==> config.mk <==
export PLATFORM = sky130hd
export DESIGN_NAME = el2_dec_trace_fifo
export DESIGN_NICKNAME = d
export VERILOG_FILES = /design/src/rtl/el2_pkg.sv /design/src/rtl/el2_trace_rec_fifo.sv /design/src/rtl/el2_dec_trace_fifo.sv
export SDC_FILE = /design/constraint.sdc
export NUM_CORES = 1
export LEC_CHECK = 0
export ABC_AREA = 0
export BUFFER_PORTS_ARGS = -buffer_cell sky130_fd_sc_hd__buf_2
export CORE_MARGIN = 5
export CORE_UTILIZATION = 55
export DETAILED_ROUTE_END_ITERATION = 12
export PLACE_DENSITY_LB_ADDON = 0.12
export SETUP_SLACK_MARGIN = 0.3
export SYNTH_ARGS = -nofsm -noshare
export SYNTH_HDL_FRONTEND = slang
export SYNTH_SLANG_ARGS = --single-unit
==> constraint.sdc <==
create_clock -name clk -period 3.02 [get_ports clk]
set_input_delay 0.604 -clock clk [delete_from_list [all_inputs] [get_ports clk]]
set_output_delay 0.604 -clock clk [all_outputs]
set_load 0.05 [all_outputs]
==> src/rtl/el2_pkg.sv <==
// Shared types for the decode-stage trace capture path.
package el2_pkg;

  // One captured retirement/exception/interrupt record.
  typedef struct packed {
    logic [31:1] pc;
    logic [31:0] insn;
    logic        exception;
    logic        interrupt;
    logic [4:0]  ecause;
    logic [31:0] tval;
    logic        lost;
  } el2_trace_rec_t;

endpackage

==> src/rtl/el2_trace_rec_fifo.sv <==
// Generic DEPTH-entry synchronous FIFO of type T; occupancy tracked by a level counter.
module el2_trace_rec_fifo #(
  parameter int unsigned DEPTH = 4,
  parameter type         T     = logic
) (
  input  logic                       clk,
  input  logic                       rst_l,
  input  logic                       push,
  input  T                           push_data,
  input  logic                       pop,
  output T                           head,
  output logic [$clog2(DEPTH):0]     level
);

  localparam int unsigned PW = $clog2(DEPTH);
  localparam int unsigned LW = PW + 1;

  T              mem [DEPTH];
  logic [PW-1:0] rd_ptr;
  logic [PW-1:0] wr_ptr;
  logic          pop_en;
  logic          push_en;

  // A write into a full FIFO is only legal when the head leaves in the same cycle.
  assign pop_en  = pop & (level != '0);
  assign push_en = push & ((level != LW'(DEPTH)) | pop_en);

  always_ff @(posedge clk or negedge rst_l) begin
    if (!rst_l) begin
      for (int i = 0; i < int'(DEPTH); i++) mem[i] <= '0;
      rd_ptr <= '0;
      wr_ptr <= '0;
      level  <= '0;
    end else begin
      if (push_en) begin
        mem[wr_ptr] <= push_data;
        wr_ptr      <= wr_ptr + PW'(1);
      end
      if (pop_en) rd_ptr <= rd_ptr + PW'(1);
      case ({push_en, pop_en})
        2'b10:   level <= level + LW'(1);
        2'b01:   level <= level - LW'(1);
        default: level <= level;
      endcase
    end
  end

  assign head = mem[rd_ptr];

endmodule

==> src/rtl/el2_dec_trace_fifo.sv <==
// Trace capture of wb1 retire/exception/interrupt records into a drop-on-full FIFO
// drained over a valid/ready trace port.
module el2_dec_trace_fifo
  import el2_pkg::*;
#(
  parameter int unsigned DEPTH = 4,
  parameter int unsigned CNTW  = 8
) (
  input  logic                    clk,
  input  logic                    rst_l,
  input  logic                    dec_tlu_trace_disable,
  input  logic                    dec_tlu_i0_valid_wb1,
  input  logic                    dec_tlu_i0_exc_valid_wb1,
  input  logic                    dec_tlu_int_valid_wb1,
  input  logic [4:0]              dec_tlu_exc_cause_wb1,
  input  logic [31:0]             dec_tlu_mtval_wb1,
  input  logic [31:1]             dec_tlu_pc_wb1,
  input  logic [31:0]             dec_tlu_insn_wb1,
  input  logic                    trace_ready,
  input  logic                    trace_ovf_clr,
  output logic                    trace_valid,
  output logic [31:1]             trace_pc,
  output logic [31:0]             trace_insn,
  output logic                    trace_exception,
  output logic                    trace_interrupt,
  output logic [4:0]              trace_ecause,
  output logic [31:0]             trace_tval,
  output logic                    trace_lost,
  output logic                    trace_ovf,
  output logic [CNTW-1:0]         trace_drop_cnt,
  output logic [$clog2(DEPTH):0]  trace_level
);

  localparam int unsigned LW = $clog2(DEPTH) + 1;

  el2_trace_rec_t rec;
  el2_trace_rec_t head;
  logic           ev;
  logic           pop;
  logic           full;
  logic           push;
  logic           drop;
  logic           lost_pending;

  assign ev   = ~dec_tlu_trace_disable &
                (dec_tlu_i0_valid_wb1 | dec_tlu_i0_exc_valid_wb1 | dec_tlu_int_valid_wb1);
  assign pop  = trace_valid & trace_ready;
  assign full = (trace_level == LW'(DEPTH));
  assign push = ev & (~full | pop);
  assign drop = ev & full & ~pop;

  always_comb begin
    rec           = '0;
    rec.pc        = dec_tlu_pc_wb1;
    rec.insn      = dec_tlu_insn_wb1;
    rec.exception = dec_tlu_i0_exc_valid_wb1;
    rec.interrupt = dec_tlu_int_valid_wb1;
    rec.ecause    = dec_tlu_exc_cause_wb1;
    rec.tval      = dec_tlu_mtval_wb1;
    rec.lost      = lost_pending;
  end

  el2_trace_rec_fifo #(
    .DEPTH (DEPTH),
    .T     (el2_trace_rec_t)
  ) u_fifo (
    .clk       (clk),
    .rst_l     (rst_l),
    .push      (push),
    .push_data (rec),
    .pop       (pop),
    .head      (head),
    .level     (trace_level)
  );

  // Drop bookkeeping; a drop in the same cycle as a clear takes priority.
  always_ff @(posedge clk or negedge rst_l) begin
    if (!rst_l) begin
      lost_pending   <= 1'b0;
      trace_ovf      <= 1'b0;
      trace_drop_cnt <= '0;
    end else begin
      if (drop) begin
        lost_pending <= 1'b1;
        trace_ovf    <= 1'b1;
        if (trace_ovf_clr)        trace_drop_cnt <= CNTW'(1);
        else if (!(&trace_drop_cnt)) trace_drop_cnt <= trace_drop_cnt + CNTW'(1);
      end else begin
        if (push | trace_ovf_clr) lost_pending <= 1'b0;
        if (trace_ovf_clr) begin
          trace_ovf      <= 1'b0;
          trace_drop_cnt <= '0;
        end
      end
    end
  end

  assign trace_valid     = (trace_level != '0);
  assign trace_pc        = head.pc;
  assign trace_insn      = head.insn;
  assign trace_exception = head.exception;
  assign trace_interrupt = head.interrupt;
  assign trace_ecause    = head.ecause;
  assign trace_tval      = head.tval;
  assign trace_lost      = head.lost;

endmodule

==> summary.md, run 1 <==
| Metric | Value |
|---|---|
| Status | completed |
| Synth area leaders | dfrtp_1, mux2_4, mux4_2 |
| Met2 Wirelength | 21.3 mm |
| Slew margin rel. | 55.8% |
| Fin nets | 1469 |
| Routed wl met3 | 2.45 mm |
| Worst-path clk slew | 0.06 ns |
| CTS H-Tree Depth | 2 |
| Synth top area share | 54.2% |
| WL per Instance | 24.1 um |
| Ports | 224 |
| Average cell area after synthesis | 18.1 um^2 |
| Max-slew violation count | 0 |
| Hold Violations, Final | 0 |
| Worst-margin pin slew | 0.663 ns |
| Largest net degree at the start of global routing | 74 |
| Worst slack at placement | 0.399 ns |
| Final setup margin | 0.251 ns |
| Port bufs | 223 |
| Crit start category | register |
| # rows | 69 |
| WP data arrival | 2.17 ns |
| Placer's final routability congestion estimate | 0.814 |
| Post-synth EDFFs | 0 |
| Die Y | 200 um |
| Max Buffers Root-to-Sink | 3 |
| Yosys top cell by area | dfrtp_1 |
| Final TNS setup | 0 ns |
| Slowest-stage cell, CP | mux4_2 |
| GRT Util Overall | 22.2% |
| Gate Count Post-Synth | 1093 |
| Layout Area Growth over Synthesis | 21.0% |
| FILL cells | 2464 |
| Mapped cell area | 19800 um^2 |
| Cells after DPL | 1744 |
| Total Routed Length | 44.7 mm |
| Setup CP Type | register to primary output |
| CP top delay family | buffers and inverters |
| Dpl hpwl | 26.6 mm |
| CTS buffer count | 46 |
| RSZ-0062 raised after global routing | yes |
| Cell breakdown of the critical path | buf_12, clkbuf_16, mux4_2, buf_4 |
| Worst skew pair latency | 0.56 ns |
| Critical path fanouts, max | 9 |
| Die X | 200 um |
| Vias | 10600 |
| Hold Path Class | primary input to asynchronous set/reset pin |
| Initial Utilization | 55.7% |
| Max_cap viols | 0 |
| First-pass GRT wire length | 69.0 mm |
| Share of cells above drive strength 1 | 62.5% |
| WL met1 | 20.1 mm |
| Clk_skew | 0.0119 ns |
| Post-DRT Antenna Nets | 0 |
| Max Clk Rate | 361 MHz |
| Hold buffer count at cts | 0 |
| Highest-count cells in the layout ignoring fill and taps | dfrtp_1, mux2_4, buf_2, mux2_2, mux4_2 |
| Highest routing layer actually used | met5 |
| Core box area | 35600 um^2 |
| Post-route minimum period | 2.77 ns |
| Seq cells post-synth | 429 |
| FF/Latch Area | 10700 um^2 |
| CTS tree | built |
| Total die area | 39900 um^2 |
| CTS sink count | 429 |
| Iter 0 DRT Violations | 437 |
| Yosys warnings | 0 |
| Post-route DRC | 0 |
| Commonest non-fill, non-tap cell in the layout | dfrtp_1 |
| Syn nets | 1208 |
| CTS Root Cell | clkbuf_16 |
| Library cells used by synthesis | 38 |
| 1st-pass router iterations | 4 |
| Ys flop type | dfrtp_1 |
| Post-synth ARST share | 100% |
| Final core occ | 67.4% |
| Worst path required time | 2.42 ns |
| Finished Layout Cells | 1851 |
| Drt via density | 5.73 |
| Period utilisation layout | 91.7% |
| Critical Path Sink Type | primary output |
| Worst path bufs/invs | 3 |
| Vias in the first global route | 11800 |
| Crit-path max cell delay | 0.53 ns |
| Grt total ovfl | 0 |
| Sequential share of the synthesized area | 54.2% |
| Setup violations, final | 0 |
| Initial antenna violation count | 6 |
| Multi-input gate area | 8520 um^2 |
==> timing repair <==
action,4_1_cts,5_1_grt
gates cloned,7,5
gates resized for setup,75,62
endpoints found under the setup margin,103,98
setup buffers,11,0
==> stage by stage <==
stage          hold WS (ns)  area [um^2]
3_5_place_dp          0.471        21600
6_report             0.0452        24000
5_1_grt              0.0693        24000
4_1_cts              0.0441        23700
3_3_place_gp          0.465        21600
2_1_floorplan         0.308        19800
==> state kept, by name, indices dropped and copies added, names as in the netlist <==
register / flops
u_fifo.mem: 412
trace_ovf: 1
u_fifo.wr_ptr: 2
u_fifo.rd_ptr: 2
trace_drop_cnt: 8
lost_pending: 1
u_fifo.level: 3
==> layer usage <==
metal	vias to the layer above	global-route usage, %
met5	-	0
met4	8	4.98
met3	53	5.45
met2	221	35.4
met1	5718	31.7
li1	4608	-
==> worst reg2reg max path, delay by kind of cell, from the launching register on <==
kind / cells / cell delay, ns
buffers and inverters: 1 / 0.33
and+or+nand+nor: 3 / 1.23
DFF: 1 / 0.41
muxes: 1 / 0.31
==> final cells by class <==
| cell class | instances | area share (%) |
|---|---|---|
| antenna | 2 | 0.0209 |
| clock buffer | 76 | 6.08 |
| clock inverter | 6 | 0.454 |
| inverter | 8 | 0.125 |
| multi-input combinational | 582 | 35.5 |
| sequential | 429 | 44.8 |
| tap | 461 | 2.41 |
| timing repair buffer | 287 | 10.6 |
==> cells in the mapped netlist, types with 2 or more instances <==
library cell and number:
mux4_2 103, dfrtp_1 429, o21ai_0 4, nand3_1 3, xor2_1 3, clkbuf_1 14
mux2_1 13, buf_1 10, o31ai_1 2, ha_1 6, a21oi_1 3, mux2_4 280
mux2i_1 2, buf_6 32, nand4_1 3, or4_1 2, buf_2 18, xnor2_1 3
and2_1 5, or3_1 4, nor2_1 5, mux2_2 120, nand2_1 7, inv_1 8
==> logic make-up after synthesis <==
kind of cell / synth area share [%]
muxes: 40.6
DFF: 54.2
buffers and inverters: 2.88
and+or+nand+nor: 1.21
AOI/OAI and AO/OA: 0.404
adders and majority gates: 0.480
xor gates and xnor gates: 0.265
==> worst paths after layout <==
kind                                 startpoint          endpoint  slack (ns)  cells after the start
max                            u_fifo.rd_ptr[0]      trace_pc[28]        0.25                      4
min                                       rst_l   u_fifo.mem[271]        0.05                      1
max reg2reg                     u_fifo.level[2]    u_fifo.mem[22]        0.63                      5
min reg2reg                     u_fifo.mem[174]   u_fifo.mem[174]        0.48                      1
max in group asynchronous                 rst_l  u_fifo.rd_ptr[0]        2.17                      2
min in group clk           dec_tlu_insn_wb1[12]    u_fifo.mem[52]        0.32                      2
Power of run 1 is left out: the tool's default activity adds up to more than one toggle a clock period on the data nets, which glitch-free logic cannot reach.
==> run 2: changes to the inputs <==
Settings changed: BUFFER_PORTS_ARGS -buffer_cell sky130_fd_sc_hd__buf_2 to not set, CORE_MARGIN 5 to 4, DONT_BUFFER_PORTS set to 1.
==> summary.md, run 2 (synthesis results as in run 1) <==
| Metric | Value |
|---|---|
| Hold_ws | -0.251 ns (-0.297 ns) |
| Diodes inserted | 0 (-2) |
| Port bufs | 0 (-100%) |
| CTS sink count | 429 (unchanged) |
| Worst-path clk slew | 0.06 ns (about the same) |
| Largest net degree at the start of global routing | 430 (+480%) |
| Total Routed Length | 40.6 mm (-9.2%) |
| Layout Area Growth over Synthesis | 11.1% |
| Clk_skew | 0.0194 ns (+0.00757 ns) |
| # rows | 69 (unchanged) |
| GRT Util Overall | 20.7% (-1.5 points) |
| Reg-to-reg startpoint | u_fifo.level[2] |
| Initial antenna violation count | 0 (-6) |
| Drt via density | 5.92 (+3.3%) |
| GR met2 Demand/Resource | 31.9% (-3.5 points) |
| Max Clk Rate | 370 MHz (+2.4%) |
| Hold Violations, Final | 429 (+429) |
| Cell breakdown of the critical path | buf_12, clkbuf_16, mux4_2 |
| RSZ-0062 raised after global routing | yes |
| Max-slew violation count | 0 (unchanged) |
| Vias | 9517 (-10%) |
| First-pass GRT wire length | 63.8 mm (-7.5%) |
| Core box area | 35600 um^2 (unchanged) |
| Post-route DRC | 0 (unchanged) |
| Top Registers | u_fifo.mem x412, trace_drop_cnt x8, u_fifo.level x3 |
| Worst skew pair latency | 0.56 ns (about the same) |
| Setup violations, final | 0 (unchanged) |
| Worst-margin pin slew | 1.04 ns (+0.375 ns) |
| Critical Path Sink Type | primary output |
| CTS H-Tree Depth | 2 (unchanged) |
| Period utilisation layout | 89.5% (-2.2 points) |
| Initial Utilization | 55.7% (unchanged) |
| Violated checks | hold timing |
| 1st-pass router iterations | 4 (unchanged) |
| Hold Path Class | primary input to asynchronous set/reset pin |
| Total die area | 39100 um^2 (-2.0%) |
| Crit start category | register |
| Grt total ovfl | 0 (unchanged) |
| Die X | 198 um (-1.0%) |
| Crit-path max cell delay | 0.69 ns (+0.16 ns) |
| Met1 Usage GRT | 29.6% (-2.0 points) |
| Vias in the first global route | 10600 (-10%) |
| CTS buffer count | 46 (unchanged) |
| Slowest-stage cell, CP | mux4_2 |
| CTS tree | built |
| Final TNS setup | 0 ns (unchanged) |
| Status | finished, violations left |
| GRT Max-Usage Layer | met2 |
| Setup CP Type | register to primary output |
| CP startpoint | u_fifo.rd_ptr[0] |
| Highest-count cells in the layout ignoring fill and taps | dfrtp_1, mux2_4, mux2_2, mux4_2, clkbuf_16 |
| Die Y | 198 um (-1.0%) |
| Register with the most flip-flops | u_fifo.mem |
| Commonest non-fill, non-tap cell in the layout | dfrtp_1 |
| Critical path fanouts, max | 16 (+7) |
| GR Layer Usage met3 | 5.89% (+0.43 points) |
| Max Buffers Root-to-Sink | 3 (unchanged) |
| Worst path required time | 2.42 ns (about the same) |
| Fin nets | 1224 (-17%) |
| Max_cap viols | 0 (unchanged) |
| Number of flip-flops under the largest register name | 412 (unchanged) |
| Iter 0 DRT Violations | 481 (+10%) |
| WL per Instance | 25.3 um (+4.6%) |
| Dpl hpwl | 23.4 mm (-12%) |
| CTS Root Cell | clkbuf_16 |
| Ports | 224 (unchanged) |
| Post-route minimum period | 2.70 ns (-0.0662 ns) |
| Slew margin rel. | 30.8% (-25 points) |
| WP data arrival | 2.10 ns (-0.07 ns) |
| Post-DRT Antenna Nets | 0 (unchanged) |
| Placer's final routability congestion estimate | 0.774 (-4.9%) |
| Share of cells above drive strength 1 | 54.8% (-7.7 points) |
| Reg2Reg Depth | 5 (unchanged) |
-- run 2: changes by cell type in the layout (fill, tap and decap cells not counted), moves of 5 or more --
cell,before,now
buf_6,30,2
clkbuf_4,5,0
buf_12,29,12
clkinv_2,2,12
buf_4,61,18
buf_16,10,3
buf_2,147,0
-- run 2: layer usage --
layer  vias to the layer above  routed length (um)
met2                       205               18900
met3                        48                2580
met5                         -                   0
met4                         0                 689
li1                       4091                   -
met1                      5173               18400
-- run 2: path summary, 6_finish.rpt --
path	to	slack, ns
min reg2reg	u_fifo.mem[142]	0.48
max in group asynchronous	u_fifo.mem[82]	2.73
min	u_fifo.mem[59]	-0.25
max reg2reg	u_fifo.mem[28]	0.51
max	trace_pc[6]	0.32
min in group clk	trace_drop_cnt[3]	0.10
-- run 2: final cells by class --
| cell class | count | area [um^2] |
|---|---|---|
| Fill cell | 2537 | 13600 |
| Timing Repair Buffer | 42 | 626 |
| Clock buffer | 68 | 1350 |
| Sequential cell | 429 | 10700 |
| Clock inverter | 17 | 166 |
| Multi-Input combinational cell | 582 | 8520 |
| Inverter | 8 | 30.0 |
| Tap cell | 461 | 577 |
-- run 2: worst max-delay path, delay by kind of cell, from the launching register on --
| family | cells | cell delay, ns |
|---|---|---|
| multiplexers | 1 | 0.69 |
| flip-flops | 1 | 0.49 |
| buffers and inverters | 2 | 0.35 |
-- run 2: timing repair --
item	4_1_cts	5_1_grt
endpoints found under the hold margin	429	429
setup buffers	6	5
cloned	0	5
resized for setup	4	2
setup endpoints to repair	103	83
-- run 2: metrics by stage --
step / hold slack, ns / utilization (%) / setup WS, ns / instance area [um^2] / instances
finish: -0.251 / 61.9 / 0.317 / 22000 / 1607
global route: -0.283 / 61.9 / 0.256 / 22000 / 1607
CTS: -0.289 / 61.4 / 0.237 / 21800 / 1597
detailed placement: 0.320 / 56.8 / 0.413 / 20200 / 1506
global placement: 0.318 / 56.8 / 0.445 / 20200 / 1506
floorplan: 0.308 / - / 0.494 / 19800 / 1093
Power of run 2 is left out for the same reason.
